## config.mk

```make
export PLATFORM = sky130hd
export DESIGN_NAME = piano_sequencer
export DESIGN_NICKNAME = d
export VERILOG_FILES = /design/src/rtl/piano_sequencer.sv
export SDC_FILE = /design/constraint.sdc
export NUM_CORES = 1
export LEC_CHECK = 0
export ABC_CLOCK_PERIOD_IN_PS = 6000
export BUFFER_PORTS_ARGS = -buffer_cell sky130_fd_sc_hd__buf_4
export CAP_MARGIN = 20
export CELL_PAD_IN_SITES_DETAIL_PLACEMENT = 1
export CELL_PAD_IN_SITES_GLOBAL_PLACEMENT = 2
export CORE_MARGIN = 4
export CORE_UTILIZATION = 42
export DETAILED_ROUTE_END_ITERATION = 12
export PLACE_DENSITY_LB_ADDON = 0.1
export SLEW_MARGIN = 40
export SYNTH_ARGS = -nofsm -noshare
export SYNTH_HDL_FRONTEND = slang
export SYNTH_SLANG_ARGS = --single-unit
export TNS_END_PERCENT = 30
```

## constraint.sdc

```tcl
create_clock -name clk -period 6 [get_ports clk]
set_clock_uncertainty 0.2 [all_clocks]
set_input_delay 1.8 -clock clk [delete_from_list [all_inputs] [get_ports clk]]
set_output_delay 1.8 -clock clk [all_outputs]
set_load 0.05 [all_outputs]
```

## src/rtl/piano_sequencer.sv

```systemverilog
`default_nettype none
// ============================================================================
// Module   : piano_sequencer
// Purpose  : Record/playback controller between the board key switches and
//            the piano tone/segment datapath. Passes sanitized live keys in
//            IDLE/RECORD and replays a stored note/duration melody in PLAY.
//            keys_out is always one-hot or all-zero (rest).
// Ports    : clk          system clock
//            reset        synchronous active-low reset
//            keys_in[7:0] live keys {ha,g,f,e,d,c,b,a}, level
//            rec_btn      start recording (rising edge acts)
//            play_btn     start playback (rising edge acts)
//            stop_btn     stop current activity (rising edge acts)
//            keys_out     key lines to the piano/segment path
//            rec_active   high while recording
//            play_active  high while playing
//            note_count   number of stored entries
//            overflow     sticky: buffer filled during the last recording
// Options  : PIANO_SEQ_LOOP_EN - when defined, playback wraps to entry 0
//            and repeats until stop or reset.
// Revision : 1.0 - initial release
// ============================================================================
module piano_sequencer #(
  parameter int TICK_DIV = 500000,
  parameter int DEPTH    = 16,
  parameter int DUR_W    = 8
) (
  input  logic                                 clk,
  input  logic                                 reset,
  input  logic [7:0]                           keys_in,
  input  logic                                 rec_btn,
  input  logic                                 play_btn,
  input  logic                                 stop_btn,
  output logic [7:0]                           keys_out,
  output logic                                 rec_active,
  output logic                                 play_active,
  output logic [((DEPTH > 1) ? $clog2(DEPTH) : 1):0] note_count,
  output logic                                 overflow
);

  localparam int AW = (DEPTH > 1) ? $clog2(DEPTH) : 1;
  localparam int PW = (TICK_DIV > 1) ? $clog2(TICK_DIV) : 1;

  localparam logic [PW-1:0]    PRESC_LAST = PW'(TICK_DIV - 1);
  localparam logic [PW-1:0]    PRESC_ONE  = PW'(1);
  localparam logic [DUR_W-1:0] DUR_ONE    = DUR_W'(1);
  localparam logic [DUR_W-1:0] DUR_MAX    = {DUR_W{1'b1}};
  localparam logic [AW:0]      CNT_ONE    = (AW+1)'(1);
  localparam logic [AW:0]      CNT_DEPTH  = (AW+1)'(DEPTH);
  localparam logic [AW:0]      CNT_LAST   = (AW+1)'(DEPTH - 1);
  localparam logic [AW-1:0]    IDX_ONE    = AW'(1);

  typedef enum logic [1:0] {
    S_IDLE   = 2'd0,
    S_RECORD = 2'd1,
    S_PLAY   = 2'd2
  } state_t;

  state_t state, state_n;

  // melody buffer, intentionally not reset
  logic [7:0]       key_mem [DEPTH];
  logic [DUR_W-1:0] dur_mem [DEPTH];

  logic [7:0]       keys_n;
  logic [AW:0]      cnt_n;
  logic             ovf_n;
  logic [PW-1:0]    presc, presc_n;
  logic             rec_q, play_q, stop_q;
  logic [7:0]       cur, cur_n;
  logic [DUR_W-1:0] dur, dur_n;
  logic             started, started_n;
  logic [AW-1:0]    idx, idx_n;
  logic [DUR_W-1:0] rem, rem_n;

  logic             wr_en;
  logic [7:0]       wr_key;
  logic [DUR_W-1:0] wr_dur;
  logic [AW-1:0]    wr_idx;

  logic [7:0]       skey;
  logic             tick;
  logic             rec_edge, play_edge, stop_edge;
  logic [AW-1:0]    idx_inc;
  logic [AW:0]      cnt_last;

  // x & -x isolates the lowest set bit, giving key 'a' the highest priority
  assign skey      = keys_in & (~keys_in + 8'd1);
  assign tick      = (presc == PRESC_LAST);
  assign rec_edge  = rec_btn  & ~rec_q;
  assign play_edge = play_btn & ~play_q;
  assign stop_edge = stop_btn & ~stop_q;
  assign idx_inc   = idx + IDX_ONE;
  assign cnt_last  = note_count - CNT_ONE;
  assign wr_idx    = note_count[AW-1:0];

  assign rec_active  = (state == S_RECORD);
  assign play_active = (state == S_PLAY);

  always_comb begin
    state_n   = state;
    keys_n    = keys_out;
    cnt_n     = note_count;
    ovf_n     = overflow;
    presc_n   = tick ? '0 : presc + PRESC_ONE;
    cur_n     = cur;
    dur_n     = dur;
    started_n = started;
    idx_n     = idx;
    rem_n     = rem;
    wr_en     = 1'b0;
    wr_key    = cur;
    wr_dur    = dur;

    case (state)
      S_IDLE: begin
        keys_n  = skey;
        presc_n = '0;
        // stop outranks rec outranks play; stop itself does nothing here
        if (stop_edge) begin
          state_n = S_IDLE;
        end else if (rec_edge) begin
          state_n   = S_RECORD;
          cnt_n     = '0;
          ovf_n     = 1'b0;
          started_n = 1'b0;
        end else if (play_edge && (note_count != '0)) begin
          state_n = S_PLAY;
          idx_n   = '0;
          keys_n  = key_mem[0];
          rem_n   = dur_mem[0];
        end
      end

      S_RECORD: begin
        keys_n = skey;
        if (stop_edge) begin
          if (started && (note_count < CNT_DEPTH)) begin
            wr_en = 1'b1;
            cnt_n = note_count + CNT_ONE;
          end
          started_n = 1'b0;
          state_n   = S_IDLE;
        end else if (tick) begin
          if (!started) begin
            // leading rests are skipped until the first real key
            if (skey != 8'd0) begin
              started_n = 1'b1;
              cur_n     = skey;
              dur_n     = DUR_ONE;
            end
          end else if ((skey == cur) && (dur != DUR_MAX)) begin
            dur_n = dur + DUR_ONE;
          end else begin
            // key change or saturated duration: commit and start a new segment
            wr_en = 1'b1;
            cnt_n = note_count + CNT_ONE;
            if (note_count == CNT_LAST) begin
              ovf_n     = 1'b1;
              started_n = 1'b0;
              state_n   = S_IDLE;
            end else begin
              cur_n = skey;
              dur_n = DUR_ONE;
            end
          end
        end
      end

      S_PLAY: begin
        if (stop_edge) begin
          keys_n  = '0;
          state_n = S_IDLE;
        end else if (tick) begin
          if (rem <= DUR_ONE) begin
            if ({1'b0, idx} == cnt_last) begin
`ifdef PIANO_SEQ_LOOP_EN
              idx_n  = '0;
              keys_n = key_mem[0];
              rem_n  = dur_mem[0];
`else
              keys_n  = '0;
              state_n = S_IDLE;
`endif
            end else begin
              idx_n  = idx_inc;
              keys_n = key_mem[idx_inc];
              rem_n  = dur_mem[idx_inc];
            end
          end else begin
            rem_n = rem - DUR_ONE;
          end
        end
      end

      default: begin
        state_n = S_IDLE;
        keys_n  = '0;
      end
    endcase
  end

  always_ff @(posedge clk) begin
    if (!reset) begin
      state      <= S_IDLE;
      keys_out   <= '0;
      note_count <= '0;
      overflow   <= 1'b0;
      presc      <= '0;
      rec_q      <= 1'b0;
      play_q     <= 1'b0;
      stop_q     <= 1'b0;
      cur        <= '0;
      dur        <= '0;
      started    <= 1'b0;
      idx        <= '0;
      rem        <= '0;
    end else begin
      state      <= state_n;
      keys_out   <= keys_n;
      note_count <= cnt_n;
      overflow   <= ovf_n;
      presc      <= presc_n;
      rec_q      <= rec_btn;
      play_q     <= play_btn;
      stop_q     <= stop_btn;
      cur        <= cur_n;
      dur        <= dur_n;
      started    <= started_n;
      idx        <= idx_n;
      rem        <= rem_n;
    end
  end

  always_ff @(posedge clk) begin
    if (wr_en) begin
      key_mem[wr_idx] <= wr_key;
      dur_mem[wr_idx] <= wr_dur;
    end
  end

endmodule
`default_nettype wire

```

After elaboration in Yosys (flattened, before gate mapping)
Memory sizes are Yosys's and may differ from the RTL's.
Cells that the tools add are included.
{"block": "word_totals", "register_bits": 67, "ram_bits": 256, "in_bits": 13, "out_inout_bits": 16, "wordCells": 162, "mem_count": 2}
{"block": "op_classes", "add_sub_neg": 7, "magnitude_cmp": 2, "eq_ne": 33, "mux": 76, "n_bitwise": 10, "n_reduce_logical": 19}
{"name": "dur_mem", "words": 16, "width": 8, "read_ports": 2, "rd_clocked_by_memory_dff": 0, "wr": 1, "line": "63", "text": "logic [DUR_W-1:0] dur_mem [DEPTH];"}
{"name": "key_mem", "words": 16, "width": 8, "read_ports": 2, "rd_clocked_by_memory_dff": 0, "wr": 1, "line": "62", "text": "logic [7:0] key_mem [DEPTH];"}
{"op": "8-bit two-way mux", "n": 22}
{"op": "5-bit two-way mux", "n": 7}
{"op": "4-bit two-way mux", "n": 7}
{"op": "2-bit two-way mux", "n": 12}
{"op": "8-bit one-hot mux with 3 select lines", "n": 1}
{"op": "8-bit AND reduction", "n": 3}
{"op": "1-bit two-way mux", "n": 21}
{"op": "2-bit inequality test, second input constant", "n": 10}
{"op": "19-bit by 1-bit adder with 19-bit output, second input constant", "n": 1}
{"op": "19-bit equality test, second input constant", "n": 1}
{"op": "3-bit by 1-bit inequality test with 1-bit output, second input constant", "n": 6}
{"op": "8-bit by 1-bit adder with 8-bit output, second input constant", "n": 2}
{"op": "8-bit one-hot mux with 2 select lines", "n": 1}
{"op": "7-bit AND reduction", "n": 2}
{"op": "2-bit by 1-bit inequality test with 1-bit output, second input constant", "n": 5}
{"op": "5-bit one-hot mux with 2 select lines", "n": 1}
{"op": "3-bit inequality test, second input constant", "n": 3}
{"op": "8-bit bitwise AND", "n": 1}
{"op": "8-bit equality test", "n": 1}
{"op": "8-bit by 1-bit less-or-equal comparator with 1-bit output, second input constant", "n": 1}
{"op": "8-bit inequality test, second input constant", "n": 1}
{"op": "8-bit inverter", "n": 1}
{"op": "4-bit one-hot mux with 2 select lines", "n": 1}
{"op": "8-bit nonzero test", "n": 1}
{"op": "other kinds (24)", "n": 35}

Longest topological paths before layout
{"block": "depth", "depth_word": 12, "depth_mapped": 9}

Least setup slack after synthesis
Ideal clock, no wire load.
{"block": "synth_path", "path_kind": "input-to-reg", "startpoint": "in keys_in[0]", "endpoint": "mem dur_mem[11][0], enable pin", "setup_ns": 0.436, "arrival_ns": 5.383, "path_slack_ns": -0.019, "cell_stages": 9, "path_cell_list": "buf_2 -> or4_1 -> a211oi_1 -> or4_1 -> nor4_4 -> o31a_1 -> buf_2 -> buf_4 -> nor4b_1"}
{"block": "synth_between", "elab_chain_cells": 12}
{"item": "from (decl)", "line": "30", "text": "input logic [7:0] keys_in,"}
{"item": "8-bit inverter", "line": "88", "text": "assign skey = keys_in & (~keys_in + 8'd1);"}
{"item": "8-bit by 1-bit adder with 8-bit output", "line": "88"}
{"item": "8-bit bitwise AND *", "line": "88"}
{"item": "8-bit equality test *", "line": "152", "text": "end else if ((skey == cur) && (dur != DUR_MAX)) begin"}
{"item": "1-bit logical AND *", "line": "152"}
{"item": "1-bit two-way mux *", "line": "152"}
{"item": "1-bit two-way mux *", "line": "145", "text": "if (!started) begin"}
{"item": "1-bit two-way mux *", "line": "144", "text": "end else if (tick) begin"}
{"item": "1-bit two-way mux *", "line": "137", "text": "if (stop_edge) begin"}
{"item": "1-bit two-way mux *", "line": "115", "text": "case (state)"}
{"item": "1-bit two-way mux *", "line": "236", "text": "if (wr_en) begin"}
{"item": "1-bit two-way mux (not written as such) *", "line": "238", "text": "dur_mem[wr_idx] <= wr_dur;"}
{"item": "to (decl)", "line": "63"}
Every way passes the cells marked *; elsewhere a longest branch is shown, timed or not.

Final worst setup path
{"block": "layout_path", "startpoint": "in keys_in[0]", "endpoint": "mem dur_mem[10][4], enable pin"}
Same word-level chain as after synthesis.

==> flow_summary.toml <==
[drt]
antenna_left = 0
wl_met2_mm = 16.61
vias_per_cell = 5.787
wl_mm = 35.09
first_pass_iters = 5
route.vias.total = 8136
wl_met3_mm = 1.644
top_layer_used = "met4"
detail_route.iter0.violations = 612
drc_errors = 0
wire_per_inst_um = 24.95
wl_met1_mm = 16.18

[place]
portBuffers = 28
dpl.hpwl_mm = 24.14
gp_congestion = 0.8210

[clock_tree]
cts_buffer_depth = 3
clkTransAtPathRegs_ns = 0.06
clock_latency_ns = 0.52
post_cts_resized = 0
clock-root-buffer = "clkbuf_16"
cts_buffers = 37
cts_sinks = 323
cts.htree.levels = 2
cts_tree = "yes"
cts-hold-fix-buffers = 0
cts_setup_buffers = 0

[worst_setup_path]
cp.required_ns = 6.05
crit_path_top_delay_cell = "nor4b_1"
end_kind = "register"
cp_num_buf_inv = 3
cp_cell_sequence = "buf_4, nor4b_1, xor2_1, or4_1, nor4_4, o31a_1, buf_4, nor4b_2, buf_4"
crit_top_cell = "buf_4"
crit_family = "simple AND/OR/NAND/NOR gates"
worstReg2RegStart = "presc[0]"
slowest_delay_ns = 0.65
r2r_slack_ns = 1.88
path_max_fanout = 13
arrival_ns = 5.04
cp-start-kind = "input port"
crit_type = "in -> reg"
r2r_end = "key_mem[5][7]"
rr_worst_depth = 8

[min_path]
min_from = "presc[0]"
hold_end = "presc[0]"
hold_path.class = "reg -> reg"
hold_path_depth = 1

[die]
fp.coreArea_mm2 = 0.03245
initial_core_util_pct = 42.38
die_area_mm2 = 0.03571
die_w_um = 189.0
boundaryPins = 29
placement_rows = 66
chipHeight_um = 189.0

[logic_synthesis]
synth_edf_count = 256
yosys_register_bits = 323
ys.warnings.count = 0
synth_flop_cell = "edfxtp_1"
syn_nets = 905
syn-cell-area_mm2 = 0.01375
ys_seq_area_share_pct = 65.64
synthArstFlopShare_pct = 0
avgSynthCellArea_um2 = 15.59
synth.distinct_cells = 70
synthCells = 882

[grt]
grt_pass1_wl_mm = 54.43
gr-total-overflow = 0
grt_start_max_net_pins = 51
grt_util_all_layers_pct = 19.94
antenna_found_initial = 0
first_global_vias = 8613

[timing]
worst_pin_slew_ns = 0.8650
tns_ns = 0
fin_crit_sh_pct = 83.11
max_freq_mhz = 200.5
rsz0062_at_grt = "false"
final-setup-viol-count = 0
slew_headroom_pct = 42.33
finalCriticalPeriod_ns = 4.986
slew_viol_final = 0
hold_violations = 0

[final_layout]
fillerInstances = 3149
fin_nets = 964
layout_commonest_cell = "edfxtp_1"
final_util_pct = 48.82
final_cell_mix = "256 x edfxtp_1, 69 x mux4_2, 60 x nand2_1, 56 x dfxtp_1, 54 x buf_4"
diodes = 0
drive_gt1_share_pct = 24.27
area_growth_pct = 15.19

[power_and_ir_drop]
peakVddDrop_mv = 0.1988
total_power_mw = 4.516
powerDensity_mw_per_mm2 = 285.0
leakage_nw = 5.562

[job]
drv_cap = 0

[run_status]
outcome = "finished clean"
## how the worst max path moves through the flow
stage | startpoint | to | slack, ns | depth (start not counted)
after floorplan | keys_in[0] | dur_mem[10][0] | 0.14 | 8
after global placement | keys_in[0] | key_mem[3][1] | 0.73 | 8
after detailed placement | keys_in[0] | dur_mem[10][6] | 0.63 | 9
after CTS | keys_in[0] | dur_mem[10][5] | 1.15 | 9
after global routing | keys_in[0] | dur_mem[10][4] | 0.79 | 9
final | keys_in[0] | dur_mem[10][4] | 1.01 | 9
## flip-flops by register name, indices dropped and copies added, names as in the netlist, 2 cells and up
name and cells:
keys_out 8, presc 19, dur_mem 128, rem 8, cur 8, note_count 5
state 2, key_mem 128, idx 4, dur 8
## kinds of logic (layout without fill, tap and decap cells)
group	count (synthesis)	after routing	synth area share, %
AND/OR/NAND/NOR	243	243	9.897
buffers and inverters	54	136	1.728
AO/OA/AOI/OAI	114	114	5.658
multiplexers	110	110	14.38
flip-flops	323	323	65.64
adder cells (fa/ha/maj)	10	10	0.9097
XOR/XNOR	28	28	1.783
## worst register-to-register path: stages (launching register included)
cell,delay (ns)
dfxtp_1,0.39
ha_1,0.26
nand4_1,0.42
nor4_1,0.60
nand2_1,0.31
o31a_1,0.49
buf_4,0.28
nor4b_2,0.56
buf_4,0.31
## area by class of cell
cell class / instances / area, um2 / share of cell area (%)
Clock inverter: 18 / 148.9 / 0.9397
Inverter: 18 / 67.56 / 0.4264
Timing Repair Buffer: 56 / 427.9 / 2.701
Sequential cell: 323 / 9045 / 57.09
Clock buffer: 44 / 952.2 / 6.010
Tap cell: 442 / 553.0 / 3.490
Multi-Input combinational cell: 505 / 4649 / 29.35
## synthesized netlist by cell type, types with 8 or more instances
master	count	area share, %
nor2_1	43	1.2
edfxtp_1	256	56
buf_2	13	0.47
nand2_1	61	1.7
mux2i_1	30	2.2
inv_1	18	0.49
a21oi_1	24	0.87
clkbuf_1	14	0.38
dfxtp_1	67	9.8
and3_1	12	0.55
nor4b_1	10	0.64
xor2_1	14	0.89
nand3_1	19	0.69
o21ai_0	28	1.0
nor3_1	25	0.91
xnor2_1	14	0.89
a2bb2oi_1	9	0.57
mux2_2	11	0.90
a211oi_1	10	0.55
nand2b_1	10	0.45
ha_1	10	0.91
mux4_2	69	11
or4_1	8	0.44
## routing by layer
layer / GRT usage [%] / vias up
met2: 31.80 / 187
met3: 3.005 / 45
met4: 4.456 / 0
met5: 0 / -
li1: - / 3633
met1: 29.38 / 4271
## stage by stage
step           cells  hold WS (ns)  instance area, um2  setup slack [ns]
2_1_floorplan    882        0.2299               13760            0.1379
3_3_place_gp    1343        0.2387               14680            0.7285
3_5_place_dp    1343        0.2651               14690            0.6311
4_1_cts         1405        0.2811               15800             1.150
5_1_grt         1406        0.3075               15840            0.7923
6_report        1406        0.2791               15840             1.014
## where the power goes
part / internal [mW] / switching, mW
registers: 2.38 / 0.00278
logic: 0.0230 / 0.0458
clock network: 1.18 / 0.876
total: 3.59 / 0.925
No activity file was read; power rests on OpenSTA's default activity.
